File: src/rtl/wb_pkg.sv
// wb_pkg: shared definitions for the register-file write-back arbiter.
//   REG_AW / REG_DW : register address / data widths
//   REG_ZERO        : architectural zero register (writes are dropped)
//   src_e           : identifies which source won the write port
//   PTR_LSU/PTR_MDU : round-robin pointer encodings
//   wb_dbg_t        : internal state exported for observation
package wb_pkg;

  localparam int REG_AW = 5;
  localparam int REG_DW = 32;

  localparam logic [REG_AW-1:0] REG_ZERO = 5'd0;

  typedef enum logic [1:0] {
    SRC_ALU = 2'd0,
    SRC_LSU = 2'd1,
    SRC_MDU = 2'd2
  } src_e;

  localparam logic [0:0] PTR_LSU = 1'b0;
  localparam logic [0:0] PTR_MDU = 1'b1;

  typedef struct packed {
    logic [0:0] rr_ptr;
    logic [3:0] starve_cnt;
    logic       guard;
  } wb_dbg_t;

  function automatic logic is_reg_zero(input logic [REG_AW-1:0] addr);
    return addr == REG_ZERO;
  endfunction

endpackage

File: src/rtl/rr_arb2.sv
// rr_arb2: two-way round-robin arbiter between the LSU (index 0) and
// the MDU (index 1).
//   clk, rst  : clock, asynchronous active-high reset
//   req[1:0]  : request lines {mdu, lsu}
//   block     : suppresses both readies (higher-priority winner or reset)
//   rdy[1:0]  : per-source ready; never depends on that source's own req
//   gnt[1:0]  : one-hot grant (rdy & req)
//   ptr       : current round-robin pointer (PTR_LSU / PTR_MDU)
//
// Handshake: a source transfers in a cycle where its req and rdy are
// both high; it keeps its request stable while req && !rdy.
import wb_pkg::*;

module rr_arb2 (
  input  logic       clk,
  input  logic       rst,
  input  logic [1:0] req,
  input  logic       block,
  output logic [1:0] rdy,
  output logic [1:0] gnt,
  output logic [0:0] ptr
);

  logic [0:0] ptr_q;

  // A source is ready when nobody above blocks and either the other
  // source is idle or the pointer favours it.
  always_comb begin
    rdy    = 2'b00;
    rdy[0] = !block && (!req[1] || (ptr_q == PTR_LSU));
    rdy[1] = !block && (!req[0] || (ptr_q == PTR_MDU));
  end

  assign gnt = rdy & req;
  assign ptr = ptr_q;

  always_ff @(posedge clk or posedge rst) begin
    if (rst) begin
      ptr_q <= PTR_LSU;
    end else if (gnt[0]) begin
      ptr_q <= PTR_MDU;
    end else if (gnt[1]) begin
      ptr_q <= PTR_LSU;
    end
  end

endmodule

File: src/rtl/wb_arbiter.sv
// wb_arbiter: merges ALU, LSU and MDU write-back requests onto the single
// register-file write port, one registered write per cycle.
//   STARVE_LIMIT             : ALU wins tolerated against a waiting
//                              LSU/MDU before the ALU is held off a cycle
//   clk, rst                 : clock, asynchronous active-high reset
//   alu_/lsu_/mdu_valid,waddr,wdata : write requests
//   alu_/lsu_/mdu_ready      : request accepted this cycle
//   wen, waddr, wdata        : registered register-file write port
//   byp_raddr1/2             : decode read addresses
//   byp_hit1/2, byp_data1/2  : forwarding of the in-flight write
//   dbg                      : round-robin pointer, starvation count, guard
//
// Handshake: a transfer happens in a cycle where valid && ready are both
// high; requesters hold addr/data stable while valid && !ready. Readies
// are combinational from the valids, pointer and counter, and no ready
// depends on its own source's valid.
//
// Build option: define WB_BYPASS_EN to include the forwarding logic;
// otherwise the byp_* outputs are tied to zero.
import wb_pkg::*;

module wb_arbiter #(
  parameter int STARVE_LIMIT = 4
) (
  input  logic              clk,
  input  logic              rst,
  input  logic              alu_valid,
  input  logic [REG_AW-1:0] alu_waddr,
  input  logic [REG_DW-1:0] alu_wdata,
  output logic              alu_ready,
  input  logic              lsu_valid,
  input  logic [REG_AW-1:0] lsu_waddr,
  input  logic [REG_DW-1:0] lsu_wdata,
  output logic              lsu_ready,
  input  logic              mdu_valid,
  input  logic [REG_AW-1:0] mdu_waddr,
  input  logic [REG_DW-1:0] mdu_wdata,
  output logic              mdu_ready,
  output logic              wen,
  output logic [REG_AW-1:0] waddr,
  output logic [REG_DW-1:0] wdata,
  input  logic [REG_AW-1:0] byp_raddr1,
  input  logic [REG_AW-1:0] byp_raddr2,
  output logic              byp_hit1,
  output logic              byp_hit2,
  output logic [REG_DW-1:0] byp_data1,
  output logic [REG_DW-1:0] byp_data2,
  output wb_dbg_t           dbg
);

  logic [3:0]        starve_cnt;
  logic              guard;
  logic              rr_block;
  logic [1:0]        rr_rdy;
  logic [1:0]        rr_gnt;
  logic [0:0]        rr_ptr;
  logic              alu_gnt;
  logic              lsu_gnt;
  logic              mdu_gnt;
  logic              side_pending;
  logic              win_any;
  src_e              win_src;
  logic [REG_AW-1:0] win_addr;
  logic [REG_DW-1:0] win_data;

  // Guard holds the ALU off for exactly one cycle once the waiting
  // source has lost STARVE_LIMIT times in a row.
  assign guard = (starve_cnt == 4'(STARVE_LIMIT));

  // The ALU only blocks the side arbiter when it is actually requesting.
  assign rr_block = rst || (alu_valid && !guard);

  rr_arb2 u_rr_arb2 (
    .clk   (clk),
    .rst   (rst),
    .req   ({mdu_valid, lsu_valid}),
    .block (rr_block),
    .rdy   (rr_rdy),
    .gnt   (rr_gnt),
    .ptr   (rr_ptr)
  );

  assign alu_ready    = !rst && !guard;
  assign lsu_ready    = rr_rdy[0];
  assign mdu_ready    = rr_rdy[1];

  assign alu_gnt      = alu_valid && alu_ready;
  assign lsu_gnt      = rr_gnt[0];
  assign mdu_gnt      = rr_gnt[1];
  assign side_pending = lsu_valid || mdu_valid;

  // Winner select; grants are mutually exclusive by construction.
  always_comb begin
    win_any  = 1'b0;
    win_src  = SRC_ALU;
    win_addr = '0;
    win_data = '0;
    if (alu_gnt) begin
      win_any = 1'b1;
      win_src = SRC_ALU;
    end else if (lsu_gnt) begin
      win_any = 1'b1;
      win_src = SRC_LSU;
    end else if (mdu_gnt) begin
      win_any = 1'b1;
      win_src = SRC_MDU;
    end
    case (win_src)
      SRC_LSU: begin
        win_addr = lsu_waddr;
        win_data = lsu_wdata;
      end
      SRC_MDU: begin
        win_addr = mdu_waddr;
        win_data = mdu_wdata;
      end
      default: begin
        win_addr = alu_waddr;
        win_data = alu_wdata;
      end
    endcase
  end

  // Starvation counter: counts ALU wins over a waiting side request.
  always_ff @(posedge clk or posedge rst) begin
    if (rst) begin
      starve_cnt <= 4'd0;
    end else if (lsu_gnt || mdu_gnt || !side_pending) begin
      starve_cnt <= 4'd0;
    end else if (alu_gnt) begin
      starve_cnt <= starve_cnt + 4'd1;
    end
  end

  // Output register. A write to r0 still completes its handshake but
  // never asserts wen; address and data follow the winner regardless.
  always_ff @(posedge clk or posedge rst) begin
    if (rst) begin
      wen   <= 1'b0;
      waddr <= '0;
      wdata <= '0;
    end else if (win_any) begin
      wen   <= !is_reg_zero(win_addr);
      waddr <= win_addr;
      wdata <= win_data;
    end else begin
      wen   <= 1'b0;
    end
  end

`ifdef WB_BYPASS_EN
  // Forward the in-flight write to decode; r0 never matches.
  always_comb begin
    byp_hit1  = wen && (waddr == byp_raddr1) && !is_reg_zero(byp_raddr1);
    byp_hit2  = wen && (waddr == byp_raddr2) && !is_reg_zero(byp_raddr2);
    byp_data1 = byp_hit1 ? wdata : '0;
    byp_data2 = byp_hit2 ? wdata : '0;
  end
`else
  // No forwarding: decode stalls on a RAW hazard with the in-flight write.
  logic unused_byp_raddr;
  assign unused_byp_raddr = ^{byp_raddr1, byp_raddr2};
  assign byp_hit1  = 1'b0;
  assign byp_hit2  = 1'b0;
  assign byp_data1 = '0;
  assign byp_data2 = '0;
`endif

  always_comb begin
    dbg            = '0;
    dbg.rr_ptr     = rr_ptr;
    dbg.starve_cnt = starve_cnt;
    dbg.guard      = guard;
  end

endmodule

File: config.mk
export PLATFORM = sky130hd
export DESIGN_NAME = wb_arbiter
export DESIGN_NICKNAME = d
export VERILOG_FILES = /design/src/rtl/wb_pkg.sv /design/src/rtl/rr_arb2.sv /design/src/rtl/wb_arbiter.sv
export SDC_FILE = /design/constraint.sdc
export NUM_CORES = 1
export LEC_CHECK = 0
export CAP_MARGIN = 20
export CORE_MARGIN = 2
export CORE_UTILIZATION = 35
export DETAILED_ROUTE_END_ITERATION = 10
export PLACE_DENSITY = 0.84
export SLEW_MARGIN = 10
export SYNTH_ARGS = -nofsm -noshare
export SYNTH_HDL_FRONTEND = slang
export SYNTH_SLANG_ARGS = --single-unit
File: constraint.sdc
create_clock -name clk -period 2.9 [get_ports clk]
set_clock_uncertainty 0.1 [all_clocks]
set_input_delay 0.435 -clock clk [delete_from_list [all_inputs] [get_ports clk]]
set_output_delay 0.435 -clock clk [all_outputs]
set_load 0.05 [all_outputs]
* After elaboration in Yosys (flattened, before gate mapping)
Cells that the tools add are included.
** Storage, ports and cells
- Bits of input ports :: 126
- Register bits after elaboration :: 43
** Operators by class
- Mux-type cells :: 13
- Add/subtract/negate cells :: 1
- Bitwise operators :: 2
- Eq/ne operators :: 3
- Reductions and logical operators :: 21
** Operators with widths (count)
- one-hot mux 32 bit (2 select lines) :: 1
- one-hot mux 5 bit (2 select lines) :: 1
- two-way mux 4 bit :: 2
- logical NOT 1 bit :: 7
- logical OR 1 bit :: 6
- two-way mux 1 bit :: 6
- two-way mux 2 bit :: 3
- logical AND 1 bit :: 5
- logical NOT 5 bit :: 1
- adder 4 x 1 -> 4 bit (second input constant) :: 1
- equality test 4 x 3 -> 1 bit (second input constant) :: 1
- nonzero test 2 bit :: 2
- bitwise AND 2 bit :: 1
- equality test 2 x 1 -> 1 bit (second input constant) :: 1
- equality test 2 bit (second input constant) :: 1
- inverter 1 bit :: 1

* Longest topological paths before layout
Gate-level depths: netlist of the first run.
- Word-level depth :: 15
- Depth in mapped cells :: 9
- Depth with buffers taken out :: 7

* Cells and area by module
A second synthesis of the first run with hierarchy kept.
** Unflattened totals
- Cell total of the unflattened synthesis :: 327
- Area total of the unflattened synthesis :: 2880.3 um^2
** By module, submodules not included
- wb_arbiter :: area an instance 2801.4 um^2, instances 1, cells each 316, sequential area each 1051.0 um^2
- rr_arb2 :: area an instance 78.8 um^2, instances 1, cells each 11, sequential area each 25.0 um^2

* Worst setup path after synthesis of the first run
OpenSTA, ideal clock, no wires.
- Kind :: register to output
- Start point :: reg starve_cnt[0]
- End point :: out lsu_ready
- Cell stages (with the launch flop) :: 6
- Arrival time :: 2036 ps
- Path slack :: 329 ps
- Cells stage by stage :: dfrtp_1 inv_1 ha_1 nand3b_4 a21o_1 a21oi_1
** On the way
- Word-level cells in the longest chain between the ends :: 6
** Ends and longest elaborated chain
- from (decl) :: RTL line wb_arbiter.sv:51 : logic [3:0] starve_cnt;
- from (signal assigned) :: RTL line wb_arbiter.sv:131 : starve_cnt <= starve_cnt + 4'd1;
- equality test 4 x 3 -> 1 bit :: RTL line wb_arbiter.sv:68 : assign guard = (starve_cnt == 4'(STARVE_LIMIT));
- logical NOT 1 bit :: RTL line wb_arbiter.sv:71 : assign rr_block = rst || (alu_valid && !guard);
- logical AND 1 bit :: RTL line wb_arbiter.sv:71
- logical OR 1 bit :: RTL line wb_arbiter.sv:71
- logical NOT 1 bit :: RTL line rr_arb2.sv:30 : rdy[0] = !block && (!req[1] || (ptr_q == PTR_LSU));
- logical AND 1 bit :: RTL line rr_arb2.sv:30
- to (decl) :: RTL line wb_arbiter.sv:34 : output logic lsu_ready,
No other way between the ends.

==> impl_metrics.py, run 1 <==
metrics = {
    "status": {
        "run_status": "complete, no violations",
    },
    "synthesis": {
        "yosysTopAreaCell": "sky130_fd_sc_hd__dfrtp_1",
        "syn-instance-count": 302,
        "ys_dominant_reg_cell": "sky130_fd_sc_hd__dfrtp_1",
        "seq_area_frac_synth": 0.385,
        "most_frequent_cell_after_synthesis": "sky130_fd_sc_hd__buf_4",
        "yosys_warnings": 0,
        "synthTopCellsByArea": "sky130_fd_sc_hd__dfrtp_1 (38%), sky130_fd_sc_hd__buf_4 (19%), sky130_fd_sc_hd__a222oi_1 (11%), sky130_fd_sc_hd__a21oi_1 (7.3%), sky130_fd_sc_hd__nor2_1 (5.5%)",
        "synth-seq-cells": 43,
        "yosysUniqueCellTypes": 38,
        "synth_async_reset_ratio": 1.00,
        "syn-cell-area_um2": 2800,
        "number_of_synthesized_flops_with_an_enable_pin": 0,
        "yosys-top-cells-count": "sky130_fd_sc_hd__buf_4 (70), sky130_fd_sc_hd__dfrtp_1 (43), sky130_fd_sc_hd__a21oi_1 (41), sky130_fd_sc_hd__nor2_1 (41), sky130_fd_sc_hd__a222oi_1 (32)",
        "yosysTopAreaCellShare": 0.385,
        "postSynthAreaPerCell_um2": 9.26,
    },
    "floorplan": {
        "die_h_um": 93.4,
        "start_util": 0.362,
        "io_pins": 239,
        "coreArea_um2": 7730,
        "design.die.area_um2": 8720,
        "die_w_um": 93.4,
        "rows": 32,
    },
    "placed_design": {
        "dpl_worst_slack_ns": 0.366,
        "port_bufs": 162,
        "post-dp-hpwl_um": 6460,
        "numPlacedInstances": 553,
        "dpl_cell_area_um2": 4250,
        "gp_routability_congestion": 0.831,
    },
    "routing": {
        "drt_first_iter_violations": 198,
        "met3_wirelength_um": 842,
        "met1_length_um": 2970,
        "via_per_inst": 4.97,
        "post_drt_wl_per_cell_um": 14.8,
        "detail_route.first_pass.iterations": 8,
        "maxUsedRoutingLayer": "met4",
        "route.antenna.remaining_nets": 0,
        "met2_wirelength_um": 4410,
        "final_wirelength_um": 8280,
        "routed-via-count": 2790,
        "drcViolationCount": 0,
    },
    "timing": {
        "sum_of_negative_setup_slack_ns": 0,
        "max-slew-margin-rel": 0.361,
        "hold_viol_final": 0,
        "fmax_mhz": 392,
        "report.final.setup_viol": 0,
        "min_period_ns": 2.55,
        "setup_repair_after_global_routing_missed_its_margin": "no",
        "worst_slew_pin_slew_ns": 0.958,
        "final-max-slew-violation-count": 0,
        "final_min_period_over_clock_period": 0.879,
        "fin_ws_ns": 0.350,
        "worst_hold_slack_ns": 0.430,
    },
    "final_layout": {
        "nNetsFinal": 586,
        "area_growth_syn_to_layout_pct": 55.5,
        "diodes": 0,
        "share_of_layout_cells_above_drive_strength_1": 0.0566,
        "finalNonFillerCells": 561,
        "layout.cell_area.non_filler_um2": 4350,
    },
    "worst_hold_path": {
        "worstHoldEndpoint": "wdata[22]",
        "hold_path_startpoint": "wdata[22]",
        "min_delay_path_depth": 2,
        "hold_class": "reg2reg",
    },
    "worst_setup_path": {
        "setup.reg_to_reg.worst_slack_ns": 0.52,
        "slowest_delay_ns": 0.79,
        "worstReg2RegStart": "starve_cnt[0]",
        "crit_path_cell_trace": "inv_1 > ha_1 > nand3b_4 > inv_1 > clkdlybuf4s50_1",
        "setup.worst_path.start": "starve_cnt[0]",
        "crit_top_cell": "sky130_fd_sc_hd__inv_1",
        "critPathRequiredTime_ns": 2.37,
        "rr_endpoint": "wdata[2]",
        "crit_slowest_cell": "sky130_fd_sc_hd__clkdlybuf4s50_1",
        "start_kind": "flop",
        "critPathMaxFanout": 6,
        "critical_path_class": "reg2out",
        "path_delay_family": "buffers and inverters",
        "timing.reg2reg.worst_path_depth": 8,
        "setup.worst_path.end_class": "primary output",
        "crit_buf_inv": 3,
        "arrival_ns": 2.02,
    },
    "power": {
        "power-per-cell-area_nw_per_um2": 497,
        "irDropWorstVdd_v": 0.000237,
        "static_leak_nw": 1.80,
    },
    "grt": {
        "antenna_found_initial": 0,
        "grt_start_max_net_pins": 74,
        "grt_first_pass_wirelength_um": 12500,
        "gr_ovfl_total": 0,
        "grt_use_total": 0.181,
        "first_global_vias": 2684,
    },
    "cts": {
        "clock_latency_ns": 0.29,
        "cts_buffer_depth": 2,
        "clkSlewWorstSetupHoldPaths_ns": 0.08,
        "hold_buffers": 0,
        "cts_setup_buffers": 0,
        "root_buffer": "sky130_fd_sc_hd__clkbuf_8",
        "clkSinkCount": 43,
        "h_tree_levels": 2,
        "cts_inserted_buffers": 5,
        "cts.repair.resized": 0,
        "cts_tree": "done",
    },
    "run": {
        "drv.max_cap_violation_count": 0,
    },
}
-- metal layers --
layer | up-vias | GRT usage
met5 | - | 0
met4 | 0 | 0.0490
met3 | 4 | 0.0492
met2 | 160 | 0.346
met1 | 1335 | 0.193
li1 | 1291 | -
-- stage by stage --
step                 util  power, mW
finish              0.563       2.16
global route        0.563       2.26
CTS                 0.563       2.19
detailed placement  0.550       1.76
global placement    0.550       1.74
floorplan               -       1.45
-- flip-flops by register name, summed over array words and instances (netlist names) --
register       count
starve_cnt         4
u_rr_arb2.ptr      1
waddr              5
wdata             32
wen                1
-- kinds of logic after synthesis --
kind of cell	synth area share
AOI/OAI and AO/OA	0.249
DFF	0.385
other	0.00134
buffers and inverters	0.246
and+or+nand+nor	0.110
adders and majority gates	0.00894
-- area by class of cell --
class	instances	area (um2)
fillers	714	3380
clock buffers	8	100
repair buffers	172	1740
flip-flops and latches	43	1080
inverters	6	22.5
multi-input cells	230	1280
well taps	102	128
-- tightest hold or removal path, stage by stage (launching register included) --
cell,delay (ns)
sky130_fd_sc_hd__dfrtp_1,0.35
sky130_fd_sc_hd__nor2_1,0.05
sky130_fd_sc_hd__a21oi_1,0.10
-- worst max path at each step --
| stage | endpoint | slack, ns | cells after the start |
|---|---|---|---|
| 6_report | dbg[0] | 0.35 | 5 |
| 5_1_grt | dbg[0] | 0.26 | 5 |
| 4_1_cts | dbg[0] | 0.33 | 5 |
| 3_5_place_dp | wdata[24] | 0.37 | 6 |
| 3_3_place_gp | wdata[6] | 0.44 | 6 |
| 2_1_floorplan | lsu_ready | 0.33 | 5 |
-- cell usage in the layout, fill, tap and decap left out, types with 2 or more instances in the layout --
master	n
sky130_fd_sc_hd__nand3_1	3
sky130_fd_sc_hd__nand4_1	2
sky130_fd_sc_hd__a32oi_1	3
sky130_fd_sc_hd__inv_1	5
sky130_fd_sc_hd__ha_1	2
sky130_fd_sc_hd__a222oi_1	32
sky130_fd_sc_hd__a21oi_4	2
sky130_fd_sc_hd__a21oi_1	41
sky130_fd_sc_hd__buf_4	9
sky130_fd_sc_hd__and3_1	3
sky130_fd_sc_hd__conb_1	66
sky130_fd_sc_hd__clkdlybuf4s50_1	159
sky130_fd_sc_hd__a31oi_1	3
sky130_fd_sc_hd__nor2b_1	2
sky130_fd_sc_hd__nand2_1	9
sky130_fd_sc_hd__nor2_1	41
sky130_fd_sc_hd__buf_12	4
sky130_fd_sc_hd__o21ai_0	3
sky130_fd_sc_hd__o22ai_1	2
sky130_fd_sc_hd__clkbuf_8	7
sky130_fd_sc_hd__dfrtp_1	43
-- power by group --
part	leakage, nW	switching, mW	internal [mW]	total (mW)
registers	0.493	0.0464	0.674	0.720
clock network	0.0515	0.199	0.218	0.416
logic	1.26	0.666	0.360	1.03
Note: power is estimated with default switching activity, not from simulation.
==> inputs of run 2 (changes only) <==
--- a/config.mk
+++ b/config.mk
@@ -10,6 +10,7 @@
 export CORE_UTILIZATION = 35
 export DETAILED_ROUTE_END_ITERATION = 10
 export PLACE_DENSITY = 0.84
+export RECOVER_POWER = 25
 export SLEW_MARGIN = 10
 export SYNTH_ARGS = -nofsm -noshare
 export SYNTH_HDL_FRONTEND = slang
==> impl_metrics.py, run 2 (same netlist as run 1, synthesis figures left out) <==
metrics = {
    "worst_setup_path": {
        "critPathRequiredTime_ns": 2.37,
        "critPathMaxFanout": 6,
        "crit_buf_inv": 3,
        "path_delay_family": "buffers and inverters",
        "crit_path_cell_trace": "inv_1 > ha_1 > nand3b_4 > inv_1 > clkdlybuf4s50_1",
        "start_kind": "flop",
        "crit_slowest_cell": "sky130_fd_sc_hd__clkdlybuf4s50_1",
        "setup.worst_path.end_class": "primary output",
        "critical_path_class": "reg2out",
        "arrival_ns": 2.02,
        "slowest_delay_ns": 0.79,
        "crit_top_cell": "sky130_fd_sc_hd__inv_1",
    },
    "cts": {
        "clock_latency_ns": 0.29,
        "h_tree_levels": 2,
        "cts_tree": "done",
        "cts_inserted_buffers": 5,
        "root_buffer": "sky130_fd_sc_hd__clkbuf_8",
        "cts_buffer_depth": 2,
        "clkSlewWorstSetupHoldPaths_ns": 0.08,
        "clkSinkCount": 43,
        "hold_buffers": 0,
        "cts.repair.resized": 0,
        "cts_setup_buffers": 0,
    },
    "status": {
        "run_status": "complete, no violations",
    },
    "power": {
        "static_leak_nw": 1.80,
        "power-per-cell-area_nw_per_um2": 498,
        "irDropWorstVdd_v": 0.000237,
    },
    "timing": {
        "hold_viol_final": 0,
        "report.final.setup_viol": 0,
        "setup_repair_after_global_routing_missed_its_margin": "no",
        "fmax_mhz": 392,
        "final_min_period_over_clock_period": 0.880,
        "final-max-slew-violation-count": 0,
        "worst_slew_pin_slew_ns": 1.06,
        "min_period_ns": 2.55,
        "max-slew-margin-rel": 0.292,
        "sum_of_negative_setup_slack_ns": 0,
    },
    "final_layout": {
        "diodes": 0,
        "nNetsFinal": 586,
        "area_growth_syn_to_layout_pct": 55.2,
        "largest_register": "wdata",
        "mostFrequentLayoutCell": "sky130_fd_sc_hd__clkdlybuf4s50_1",
        "top_regs": "wdata: 32 flops, waddr: 5 flops, starve_cnt: 4 flops",
        "final_util": 0.562,
        "most-common-layout-cells": "sky130_fd_sc_hd__clkdlybuf4s50_1 (158), sky130_fd_sc_hd__conb_1 (66), sky130_fd_sc_hd__dfrtp_1 (43), sky130_fd_sc_hd__nor2_1 (41), sky130_fd_sc_hd__a21oi_1 (41)",
        "share_of_layout_cells_above_drive_strength_1": 0.0501,
        "largest_reg_flops": 32,
    },
    "grt": {
        "antenna_found_initial": 0,
        "globalRouteMet3Util": 0.0492,
        "grt_start_max_net_pins": 74,
        "first_global_vias": 2684,
        "top_usage_layer": "met2",
        "grt_use_total": 0.181,
        "grt_first_pass_wirelength_um": 12500,
        "groute.layer.met1.usage": 0.193,
        "gr_ovfl_total": 0,
        "use_met2": 0.346,
    },
    "placed_design": {
        "post-dp-hpwl_um": 6460,
        "port_bufs": 162,
        "gp_routability_congestion": 0.831,
    },
    "floorplan": {
        "die_w_um": 93.4,
        "die_h_um": 93.4,
        "coreArea_um2": 7730,
        "rows": 32,
        "start_util": 0.362,
        "design.die.area_um2": 8720,
        "io_pins": 239,
    },
    "worst_hold_path": {
        "hold_class": "reg2reg",
    },
    "routing": {
        "route.antenna.remaining_nets": 0,
        "via_per_inst": 4.96,
        "drt_first_iter_violations": 202,
        "post_drt_wl_per_cell_um": 14.7,
        "detail_route.first_pass.iterations": 7,
        "drcViolationCount": 0,
        "routed-via-count": 2782,
        "final_wirelength_um": 8270,
    },
    "run": {
        "drv.max_cap_violation_count": 0,
    },
}
[run 2: final cells by class]
| cell class | count | area [um2] |
|---|---|---|
| Timing Repair Buffer | 172 | 1730 |
| Inverter | 6 | 22.5 |
| Sequential cell | 43 | 1080 |
| Fill cell | 716 | 3390 |
| Tap cell | 102 | 128 |
| Clock buffer | 8 | 100 |
| Multi-Input combinational cell | 230 | 1280 |
[run 2: worst paths after layout]
| check | from | end | slack (ns) | cells past startpoint |
|---|---|---|---|---|
| max | starve_cnt[0] | dbg[0] | 0.35 | 5 |
| min | wdata[22] | wdata[22] | 0.43 | 2 |
| max reg2reg | starve_cnt[0] | wdata[2] | 0.53 | 8 |
| min reg2reg | wdata[22] | wdata[22] | 0.43 | 2 |
| max in group asynchronous | rst | wdata[22] | 0.74 | 4 |
| min in group asynchronous | rst | starve_cnt[0] | 0.73 | 3 |
[run 2: metal layers]
metal	vias up	wire length, um
met1	1340	2970
met4	0	54
li1	1289	-
met3	4	852
met2	149	4390
met5	-	0
[run 2: stage by stage]
step / hold WS, ns / power [mW] / instances / area (um2) / setup WS (ns)
floorplan: 0.424 / 1.45 / 367 / 3040 / 0.329
global placement: 0.406 / 1.74 / 553 / 4250 / 0.435
detailed placement: 0.418 / 1.76 / 553 / 4250 / 0.366
CTS: 0.438 / 2.19 / 561 / 4350 / 0.331
global route: 0.453 / 2.26 / 561 / 4340 / 0.262
finish: 0.430 / 2.16 / 561 / 4340 / 0.348
[run 2: power breakdown]
group | internal, mW | switching [mW] | total, mW
clock network | 0.218 | 0.200 | 0.417
logic | 0.358 | 0.666 | 1.02
registers | 0.674 | 0.0465 | 0.720
total | 1.25 | 0.912 | 2.16
[run 2: worst register-to-register path, delay by kind of cell, from the launching register on]
kind                     cells  cell delay, ns
AO/OA/AOI/OAI                4            1.04
adder cells (fa/ha/maj)      1            0.20
buffers and inverters        2            0.37
flip-flops                   1            0.43
AND/OR/NAND/NOR              1            0.13
==> inputs of run 3 (changes only) <==
==> constraint.sdc (replaced) <==
create_clock -name clk -period 3.31 [get_ports clk]
set_clock_uncertainty 0.1 [all_clocks]
set_input_delay 0.4965 -clock clk [delete_from_list [all_inputs] [get_ports clk]]
set_output_delay 0.4965 -clock clk [all_outputs]
set_load 0.05 [all_outputs]
==> impl_metrics.py, run 3 (same netlist as run 1, synthesis figures left out) <==
metrics = {
    "routing": {
        "final_wirelength_um": 8180,
        "routed-via-count": 2725,
        "detail_route.first_pass.iterations": 7,
        "drt_first_iter_violations": 145,
        "route.antenna.remaining_nets": 0,
        "via_per_inst": 4.88,
        "post_drt_wl_per_cell_um": 14.7,
        "drcViolationCount": 0,
    },
    "floorplan": {
        "coreArea_um2": 7730,
        "die_h_um": 93.4,
        "die_w_um": 93.4,
        "io_pins": 239,
        "design.die.area_um2": 8720,
        "start_util": 0.362,
        "rows": 32,
    },
    "grt": {
        "grt_start_max_net_pins": 74,
        "grt_first_pass_wirelength_um": 12600,
        "grt_use_total": 0.182,
        "gr_ovfl_total": 0,
        "antenna_found_initial": 0,
        "first_global_vias": 2624,
    },
    "timing": {
        "fin_ws_ns": 0.414,
        "final-max-slew-violation-count": 0,
        "worst_hold_slack_ns": 0.428,
        "hold_viol_final": 0,
        "max-slew-margin-rel": 0.315,
        "setup_repair_after_global_routing_missed_its_margin": "no",
        "final_min_period_over_clock_period": 0.875,
        "report.final.setup_viol": 0,
        "worst_slew_pin_slew_ns": 1.03,
        "sum_of_negative_setup_slack_ns": 0,
        "fmax_mhz": 345,
        "min_period_ns": 2.90,
    },
    "cts": {
        "root_buffer": "sky130_fd_sc_hd__clkbuf_8",
        "cts_inserted_buffers": 5,
        "hold_buffers": 0,
        "h_tree_levels": 2,
        "cts_tree": "done",
        "cts.repair.resized": 0,
        "clkSlewWorstSetupHoldPaths_ns": 0.07,
        "cts_setup_buffers": 0,
        "clock_latency_ns": 0.29,
        "cts_buffer_depth": 2,
        "clkSinkCount": 43,
    },
    "run": {
        "drv.max_cap_violation_count": 0,
    },
    "final_layout": {
        "fillCellCount": 710,
        "top_regs": "wdata: 32 flops, waddr: 5 flops, starve_cnt: 4 flops",
        "diodes": 0,
        "largest_register": "wdata",
        "most-common-layout-cells": "sky130_fd_sc_hd__clkdlybuf4s50_1 (159), sky130_fd_sc_hd__conb_1 (66), sky130_fd_sc_hd__dfrtp_1 (43), sky130_fd_sc_hd__nor2_1 (41), sky130_fd_sc_hd__a21oi_1 (41)",
        "mostFrequentLayoutCell": "sky130_fd_sc_hd__clkdlybuf4s50_1",
        "area_growth_syn_to_layout_pct": 53.0,
        "nNetsFinal": 584,
        "share_of_layout_cells_above_drive_strength_1": 0.0461,
        "largest_reg_flops": 32,
        "finalNonFillerCells": 558,
    },
    "worst_setup_path": {
        "rr_endpoint": "wdata[3]",
        "setup.worst_path.end_class": "primary output",
        "worstReg2RegStart": "starve_cnt[0]",
        "crit_path_cell_trace": "dlygate4sd3_1 > clkbuf_1 > nor2_1 > clkdlybuf4s50_1",
        "critPathMaxFanout": 9,
        "setup.reg_to_reg.worst_slack_ns": 0.74,
        "critPathRequiredTime_ns": 2.71,
        "timing.reg2reg.worst_path_depth": 8,
        "start_kind": "input pin",
        "path_delay_family": "buffers and inverters",
        "crit_slowest_cell": "sky130_fd_sc_hd__clkdlybuf4s50_1",
        "slowest_delay_ns": 0.80,
        "arrival_ns": 2.30,
        "crit_buf_inv": 3,
        "critical_path_class": "in2out",
    },
    "worst_hold_path": {
        "min_delay_path_depth": 2,
        "worstHoldEndpoint": "wdata[4]",
        "hold_path_startpoint": "wdata[4]",
        "hold_class": "reg2reg",
    },
    "power": {
        "power-per-cell-area_nw_per_um2": 433,
        "static_leak_nw": 1.77,
        "irDropWorstVdd_v": 0.000225,
    },
    "placed_design": {
        "port_bufs": 162,
        "post-dp-hpwl_um": 6310,
        "dpl_worst_slack_ns": 0.398,
        "numPlacedInstances": 551,
        "gp_routability_congestion": 0.806,
    },
    "status": {
        "run_status": "complete, no violations",
    },
}
## run 3: per-stage QoR
step | util | area [um2] | total power [mW]
2_1_floorplan | - | 3040 | 1.27
3_3_place_gp | 0.543 | 4200 | 1.52
3_5_place_dp | 0.543 | 4200 | 1.53
4_1_cts | 0.555 | 4290 | 1.87
5_1_grt | 0.554 | 4280 | 1.94
6_report | 0.554 | 4280 | 1.85
## run 3: area by class of cell
type,count,area (um2),area share
Clock buffer,6,82.6,0.0193
Tap cell,102,128,0.0298
Sequential cell,43,1080,0.251
Inverter,6,22.5,0.00526
Timing Repair Buffer,170,1680,0.393
Clock inverter,1,5.00,0.00117
Multi-Input combinational cell,230,1280,0.300
## run 3: metal layers
metal	track usage	up-vias	part of all wire
li1	-	1293	-
met1	0.203	1272	0.37
met4	0.0404	0	0.0075
met3	0.0508	7	0.10
met5	0	-	0
met2	0.341	153	0.52
## run 3: worst max-delay path by stage
stage	start	endpoint	slack (ns)	depth (start not counted)
after detailed placement	lsu_valid	wdata[2]	0.40	6
after global placement	lsu_valid	wdata[3]	0.50	6
final	rst	alu_ready	0.41	4
after global routing	rst	alu_ready	0.34	4
after CTS	rst	alu_ready	0.57	4
after floorplan	starve_cnt[0]	lsu_ready	0.68	5
## run 3: power breakdown
group          switching, mW  internal (mW)
combinational          0.581          0.307
clock                  0.171          0.164
sequential            0.0404          0.591
total                  0.793           1.06
## run 3: worst min-delay path: cells and delay by family (launching register included)
kind               cells  cell delay [ns]
and+or+nand+nor        1             0.05
AOI/OAI and AO/OA      1             0.10
DFF                    1             0.35
